`config.mk`:
```
export PLATFORM = sky130hd
export DESIGN_NAME = stride_generator_flat
export DESIGN_NICKNAME = d
export VERILOG_FILES = /design/src/rtl/stride_generator_pkg.sv /design/src/rtl/stride_generator_if.sv /design/src/rtl/stride_generator.sv /design/src/flat_wrapper.sv
export SDC_FILE = /design/constraint.sdc
export NUM_CORES = 1
export LEC_CHECK = 0
export CAP_MARGIN = 20
export CORE_MARGIN = 2
export CORE_UTILIZATION = 47
export CTS_CLUSTER_SIZE = 16
export DETAILED_ROUTE_END_ITERATION = 7
export GPL_ROUTABILITY_DRIVEN = 0
export MAX_ROUTING_LAYER = met4
export PLACE_DENSITY = 0.83
export SLEW_MARGIN = 10
export SYNTH_ARGS = -nofsm -noshare
export SYNTH_HDL_FRONTEND = slang
export SYNTH_SLANG_ARGS = --single-unit
```
`constraint.sdc`:
```
create_clock -name clk_i -period 2.9 [get_ports clk_i]
set_clock_uncertainty 0.1 [all_clocks]
set_input_delay 0.29 -clock clk_i [delete_from_list [all_inputs] [get_ports clk_i]]
set_output_delay 0.29 -clock clk_i [all_outputs]
set_load 0.1 [all_outputs]
```
`src/rtl/stride_generator_pkg.sv`:
```
// Shared types for the stride generator/detector pair.
package stride_pkg;

  typedef logic [31:0] value_t;

  typedef enum logic {
    IDLE,
    EMIT
  } gen_state_e;

  typedef enum logic {
    MODE_SINGLE,
    MODE_DOUBLE
  } stride_mode_e;

  // Sign-extend the low w bits of raw to a full value.
  function automatic value_t sext_stride(
    input value_t raw,
    input int     w
  );
    logic signed [31:0] t;
    t = $signed(raw << (32 - w));
    return value_t'(t >>> (32 - w));
  endfunction

endpackage

```
`src/rtl/stride_generator_if.sv`:
```
// Valid/ready value stream from the stride generator.
interface stride_generator_if;
  import stride_pkg::*;

  value_t value;
  logic   valid;
  logic   ready;

  modport master (
    output value,
    output valid,
    input  ready
  );

  modport slave (
    input  value,
    input  valid,
    output ready
  );

endinterface

```
`src/rtl/stride_generator.sv`:
```
// Replays base + alternating signed strides as a valid/ready stream.
// Define STRIDE_GEN_REPEAT_EN to make count_i=0 an unbounded burst.
module stride_generator
  import stride_pkg::*;
#(
  parameter int MAX_STRIDE_WIDTH = 5,
  parameter int COUNT_WIDTH      = 8
) (
  input  logic                        clk_i,
  input  logic                        rst_i,
  input  logic                        start_i,
  input  value_t                      base_i,
  input  logic [COUNT_WIDTH-1:0]      count_i,
  input  logic [MAX_STRIDE_WIDTH-1:0] stride_1_i,
  input  logic                        stride_1_valid_i,
  input  logic [MAX_STRIDE_WIDTH-1:0] stride_2_i,
  input  logic                        stride_2_valid_i,
  input  logic                        abort_i,
  stride_generator_if.master          strm,
  output logic                        busy_o,
  output logic                        done_o,
  output logic                        err_o
);

  gen_state_e             state_q;
  stride_mode_e           mode_q;
  value_t                 value_q;
  value_t                 s1_q;
  value_t                 s2_q;
  logic [COUNT_WIDTH-1:0] cnt_q;
  logic                   phase_q;
  logic                   inf_q;
  logic                   done_q;
  logic                   err_q;

  value_t step_d;
  value_t next_d;
  logic   hs_d;
  logic   last_d;

  always_comb begin
    step_d = s1_q;
    if (mode_q == MODE_DOUBLE && phase_q)
      step_d = s2_q;
    next_d = value_q + step_d;
    hs_d   = (state_q == EMIT) && strm.ready;
    last_d = !inf_q && (cnt_q == COUNT_WIDTH'(1));
  end

  always_ff @(posedge clk_i) begin
    if (rst_i) begin
      state_q <= IDLE;
      mode_q  <= MODE_SINGLE;
      value_q <= '0;
      s1_q    <= '0;
      s2_q    <= '0;
      cnt_q   <= '0;
      phase_q <= 1'b0;
      inf_q   <= 1'b0;
      done_q  <= 1'b0;
      err_q   <= 1'b0;
    end else begin
      done_q <= 1'b0;
      err_q  <= 1'b0;
      unique case (state_q)
        IDLE: begin
          if (start_i && !abort_i) begin
            if (!stride_1_valid_i) begin
              err_q <= 1'b1;
            end else begin
              value_q <= base_i;
              cnt_q   <= count_i;
              phase_q <= 1'b0;
              inf_q   <= 1'b0;
              s1_q    <= sext_stride(value_t'(stride_1_i), MAX_STRIDE_WIDTH);
              s2_q    <= sext_stride(value_t'(stride_2_i), MAX_STRIDE_WIDTH);
              mode_q  <= stride_2_valid_i ? MODE_DOUBLE : MODE_SINGLE;
              if (count_i == '0) begin
`ifdef STRIDE_GEN_REPEAT_EN
                inf_q   <= 1'b1;
                state_q <= EMIT;
`else
                done_q  <= 1'b1;
`endif
              end else begin
                state_q <= EMIT;
              end
            end
          end
        end
        EMIT: begin
          // Abort wins even over a same-cycle final handshake.
          if (abort_i) begin
            state_q <= IDLE;
          end else if (hs_d) begin
            if (last_d) begin
              state_q <= IDLE;
              done_q  <= 1'b1;
            end else begin
              value_q <= next_d;
              if (!inf_q)
                cnt_q <= cnt_q - COUNT_WIDTH'(1);
              phase_q <= ~phase_q;
            end
          end
        end
        default: state_q <= IDLE;
      endcase
    end
  end

  assign strm.value = value_q;
  assign strm.valid = (state_q == EMIT);
  assign busy_o     = (state_q == EMIT);
  assign done_o     = done_q;
  assign err_o      = err_q;

endmodule

```
`src/flat_wrapper.sv`:
```
// flat-port wrapper written by rule: the top's interface ports become plain ports
module stride_generator_flat import stride_pkg::*;
#(
  parameter int MAX_STRIDE_WIDTH = 5,
  parameter int COUNT_WIDTH      = 8
)
  (clk_i, rst_i, start_i, base_i, count_i, stride_1_i, stride_1_valid_i, stride_2_i, stride_2_valid_i, abort_i, busy_o, done_o, err_o, strm_value, strm_valid, strm_ready);
  stride_generator_if strm_i ();
  input  logic clk_i;
  input  logic rst_i;
  input  logic start_i;
  input  value_t base_i;
  input  logic [COUNT_WIDTH-1:0] count_i;
  input  logic [MAX_STRIDE_WIDTH-1:0] stride_1_i;
  input  logic stride_1_valid_i;
  input  logic [MAX_STRIDE_WIDTH-1:0] stride_2_i;
  input  logic stride_2_valid_i;
  input  logic abort_i;
  output logic busy_o;
  output logic done_o;
  output logic err_o;
  output wire logic [$bits(strm_i.value)-1:0] strm_value;
  output wire logic [$bits(strm_i.valid)-1:0] strm_valid;
  input wire logic [$bits(strm_i.ready)-1:0] strm_ready;
  assign strm_value = strm_i.value;
  assign strm_valid = strm_i.valid;
  assign strm_i.ready = strm_ready;
  stride_generator #(.MAX_STRIDE_WIDTH(MAX_STRIDE_WIDTH), .COUNT_WIDTH(COUNT_WIDTH)) u_core (.clk_i(clk_i), .rst_i(rst_i), .start_i(start_i), .base_i(base_i), .count_i(count_i), .stride_1_i(stride_1_i), .stride_1_valid_i(stride_1_valid_i), .stride_2_i(stride_2_i), .stride_2_valid_i(stride_2_valid_i), .abort_i(abort_i), .strm(strm_i), .busy_o(busy_o), .done_o(done_o), .err_o(err_o));
endmodule
```
==> Flow_metrics.wiki <==
{| class="wikitable"
! Metric !! Value
|-
| Utilization of the core after routing || between 70% and 80%
|-
| Beginning of the worst hold path || u_core.s2_q[3]$_SDFFE_PP0P_
|-
| Final hold violations || 0
|-
| Share of layout cells above drive strength 1 || 34.5%
|-
| Die footprint || 9920 sq um
|-
| TritonRoute pass-1 iters || 7
|-
| Worst R2R End || u_core.strm.value[27]$_SDFFE_PP0P_
|-
| Worst Path Max Fanout || 6
|-
| Synth Register Bits || 55
|-
| Placeable core area || 8810 sq um
|-
| Internal power component || roughly 1.3 mW
|-
| Pin count of the biggest net entering global routing || 57
|-
| Placement Rows || 34
|-
| FFs w/ async S/R, synth || 0%
|-
| Reg2Reg Depth || 14
|-
| Max Clock Freq || around 300 MHz
|-
| Final Setup Violations || 21
|-
| RSZ-0062 raised after global routing || yes
|-
| Fraction of post-synthesis cell area in the top cell type by area || 25.6%
|-
| Antenna diode count || 0
|-
| All-Layer GR Usage || around 31%
|-
| Gate count after technology mapping || 577
|-
| Clock tree sinks || between 50 and 60
|-
| Clock root buffer || clkbuf_8
|-
| Count of different cell masters after synthesis || between 60 and 70
|-
| DP Wirelength || 9690 um
|-
| Outcome || complete, but fails checks
|-
| Capturing element of the worst setup path || u_core.strm.value[27]$_SDFFE_PP0P_
|-
| Remaining DRCs || 0
|-
| Top_reg_cell synth || dfxtp_1
|-
| Worst Setup End Kind || register
|-
| Mean instance size in the synthesized netlist || 7.45 sq um
|-
| Post-Synthesis Cell Area || 4300 sq um
|-
| Worst IR drop on VDD || 244 uV
|-
| Post-DP Area || ~5800 sq um
|-
| First-pass GRT wire length || 24300 um
|-
| Proportion of power drawn by the clock network || between 20 and 25%
|-
| Failing checks || setup timing
|-
| Effective utilization at floorplan || 48.8%
|-
| TritonCTS clock tree || built
|-
| Detail Route Antenna Nets || 0
|-
| Final sum of negative setup slack || -3140 ps
|-
| Worst path setup slack after routing || -359 ps
|-
| # IOs || 93
|-
| Tightest slew margin relative to the limit || roughly a quarter
|-
| Count of routing violations after the opening detailed-route iteration || a little under 600
|-
| Number of max-capacitance violations reported || 0
|-
| Remaining global-route overflow || 0
|-
| Total power draw || 2.13 mW
|-
| Net switching component of the power || 848 uW
|-
| Worst path required time || between 3000 and 4000 ps
|-
| Average vias per placed instance || 6.55
|-
| Maximum buffer depth of the clock tree || 2
|-
| Cell types with the largest area share after synthesis || dfxtp_1, ha_1, a21oi_1
|-
| Post-layout min period || approximately 3300 ps
|-
| Power Dens Cells || between 300 and 400 nW/um^2
|-
| CTS buffer count || 5
|-
| Total wirelength of the detailed-routed design || 17600 um
|-
| Part of the power in combinational logic || a little under two fifths
|-
| Height of the chip || ~100 um
|-
| Worst setup startpoint || u_core.phase_q$_SDFFE_PP0P_
|-
| Worst slack, placed || -224 ps
|-
| Area leader, netlist || dfxtp_1
|-
| Worst reg2reg startpoint || u_core.phase_q$_SDFFE_PP0P_
|-
| Post-CTS clock slew at the launch and capture registers of the worst setup and hold paths || between 100 and 150 ps
|-
| Number of slew-limit violations in the final report || 0
|-
| Fillcell total || roughly 560
|-
| Die X-Extent || about 100 um
|-
| Sequential group share of total power || 39.6%
|-
| Sw frac || between 30% and 40%
|-
| Total number of vias || 5486
|-
| Number of antenna violations at the first check in global routing || 0
|-
| Wire per inst || 21.0 um
|-
| Number of synthesis warnings || 0
|-
| EDFF count, synth || 0
|-
| Slack of the worst reg-to-reg path || -360 ps
|-
| P_leak || around 2.7 nW
|-
| Class of the worst hold path || reg2reg
|-
| Later-pin clock latency in the skew report || approximately 340 ps
|-
| Max H-tree Level || 2
|-
| Multi-input combinational cell area || 3740 sq um
|-
| # nets final || approximately 820
|-
| Number of buffer cells added on primary ports || 92
|-
| Measured slew at the worst slew-check pin || approximately 1100 ps
|-
| Synthesized net count || between 600 and 700
|-
| Critical path launch point type || register
|-
| Total area of sequential cells || 1130 sq um
|-
| Final Instance Area || 6680 sq um
|-
| Via count of the first global-routing pass || approximately 5200
|-
| Share of synthesized area occupied by flip-flops and latches || roughly 26%
|-
| Worst path arrival time || approximately 3400 ps
|-
| Synthesis-to-layout area growth || 55.5%
|-
| Type of the worst setup path || reg2reg
|-
| Hold_buf cts || 0
|-
| Tcrit/Tclk final || 112%
|}
[flip-flops by register name, indices dropped and copies added, names as in the netlist]
| name | cells |
|---|---|
| u_core.strm.value | 32 |
| u_core.cnt_q | 8 |
| u_core.s1_q | 5 |
| u_core.s2_q | 5 |
| u_core.busy_o | 1 |
| u_core.done_o | 1 |
| u_core.err_o | 1 |
| u_core.mode_q | 1 |
| u_core.phase_q | 1 |
[area by class of cell]
class	count	share of cell area, %
clock buffers	5	1.03
clock inverters	3	0.374
inverters	14	0.786
multi-input cells	477	55.9
flip-flops and latches	55	16.9
well taps	108	2.02
repair buffers	176	22.9
[placed cells by master (no fill, tap or decap), drive strengths merged, types with 8 or more instances in the layout]
cell type        n
a211oi          31
a21o            10
a21oi           67
buf            121
clkdlybuf4s50   55
dfxtp           55
ha              36
inv             16
mux2i           11
nand2           82
nand3           12
nor2            61
nor2b            8
nor3            12
o21ai           31
xnor2           13
xor2             8
[synthesized netlist by cell type (5+ instances only)]
master and count:
mux2i_1 11, a21o_1 10, clkbuf_1 22, xnor2_1 13, o21ai_0 27, and3_1 5, o211ai_1 6, dfxtp_1 55
inv_1 14, a31oi_1 6, nor3_1 12, mux2_2 5, nand2_1 80, nor2_1 60, xor2_1 8, buf_2 8
a211oi_1 31, a21oi_1 67, nand3_1 11, ha_1 36, nor2b_1 8
[critical path, cell delays in order, from the launching register on]
cell and delay [ps]:
dfxtp_2 360, nand2_4 110, mux2_4 410, buf_12 180
buf_6 110, ha_4 270, nand2_4 70, buf_6 140
a21oi_1 360, o21ai_2 160, nand3_2 200, nand2_1 100
o21ai_1 210, xnor2_1 100, a221oi_1 260
[through the flow]
step	std cells	hold slack, ps
after floorplan	577	266
after global placement	814	347
after detailed placement	814	353
after CTS	832	369
after global routing	838	391
final	838	370
[per-layer routing]
| layer | share of wire (%) | wire length, um | global-route usage [%] | vias up |
|---|---|---|---|---|
| met5 | 0 | 0 | - | - |
| met4 | 5.3 | 926 | 13.8 | 0 |
| met3 | 9.3 | 1640 | 5.13 | 102 |
| met2 | 49 | 8550 | 50.9 | 420 |
| met1 | 37 | 6500 | 36.3 | 2559 |
| li1 | - | - | - | 2405 |
[worst min-delay path by stage]
stage	cells past startpoint	slack (ps)	end
6_report	2	370	u_core.s2_q[3]$_SDFFE_PP0P_
4_1_cts	2	370	u_core.s1_q[3]$_SDFFE_PP0P_
3_3_place_gp	2	350	u_core.s1_q[0]$_SDFFE_PP0P_
3_5_place_dp	2	350	u_core.s1_q[3]$_SDFFE_PP0P_
5_1_grt	2	390	u_core.s1_q[2]$_SDFFE_PP0P_
2_1_floorplan	1	270	u_core.err_o$_SDFF_PP0_
[cells by family after synthesis]
kind of cell | after synthesis | synth area share [%]
adders and majority gates | 37 | 10.9
xor gates and xnor gates | 21 | 4.28
muxes | 16 | 3.87
and+or+nand+nor | 210 | 22.5
AOI/OAI and AO/OA | 191 | 28.3
DFF | 55 | 25.6
buffers and inverters | 47 | 4.43
[repair_timing]
| item | 4_1_cts | 5_1_grt |
|---|---|---|
| buffers inserted | 7 | 6 |
| endpoints found under the setup margin | 16 | 25 |
| cloned | 3 | 0 |
| resized for setup | 52 | 69 |
| pin swaps | 28 | 30 |
[power groups by stage]
stage	Combinational (mW)	Clock, mW	Sequential, mW
finish	0.796	0.492	0.845
global route	0.833	0.510	0.848
CTS	0.731	0.479	0.839
detailed placement	0.692	0	0.851
global placement	0.678	0	0.850
floorplan	0.266	0	1.03
Power figures use the tool's default switching activity.
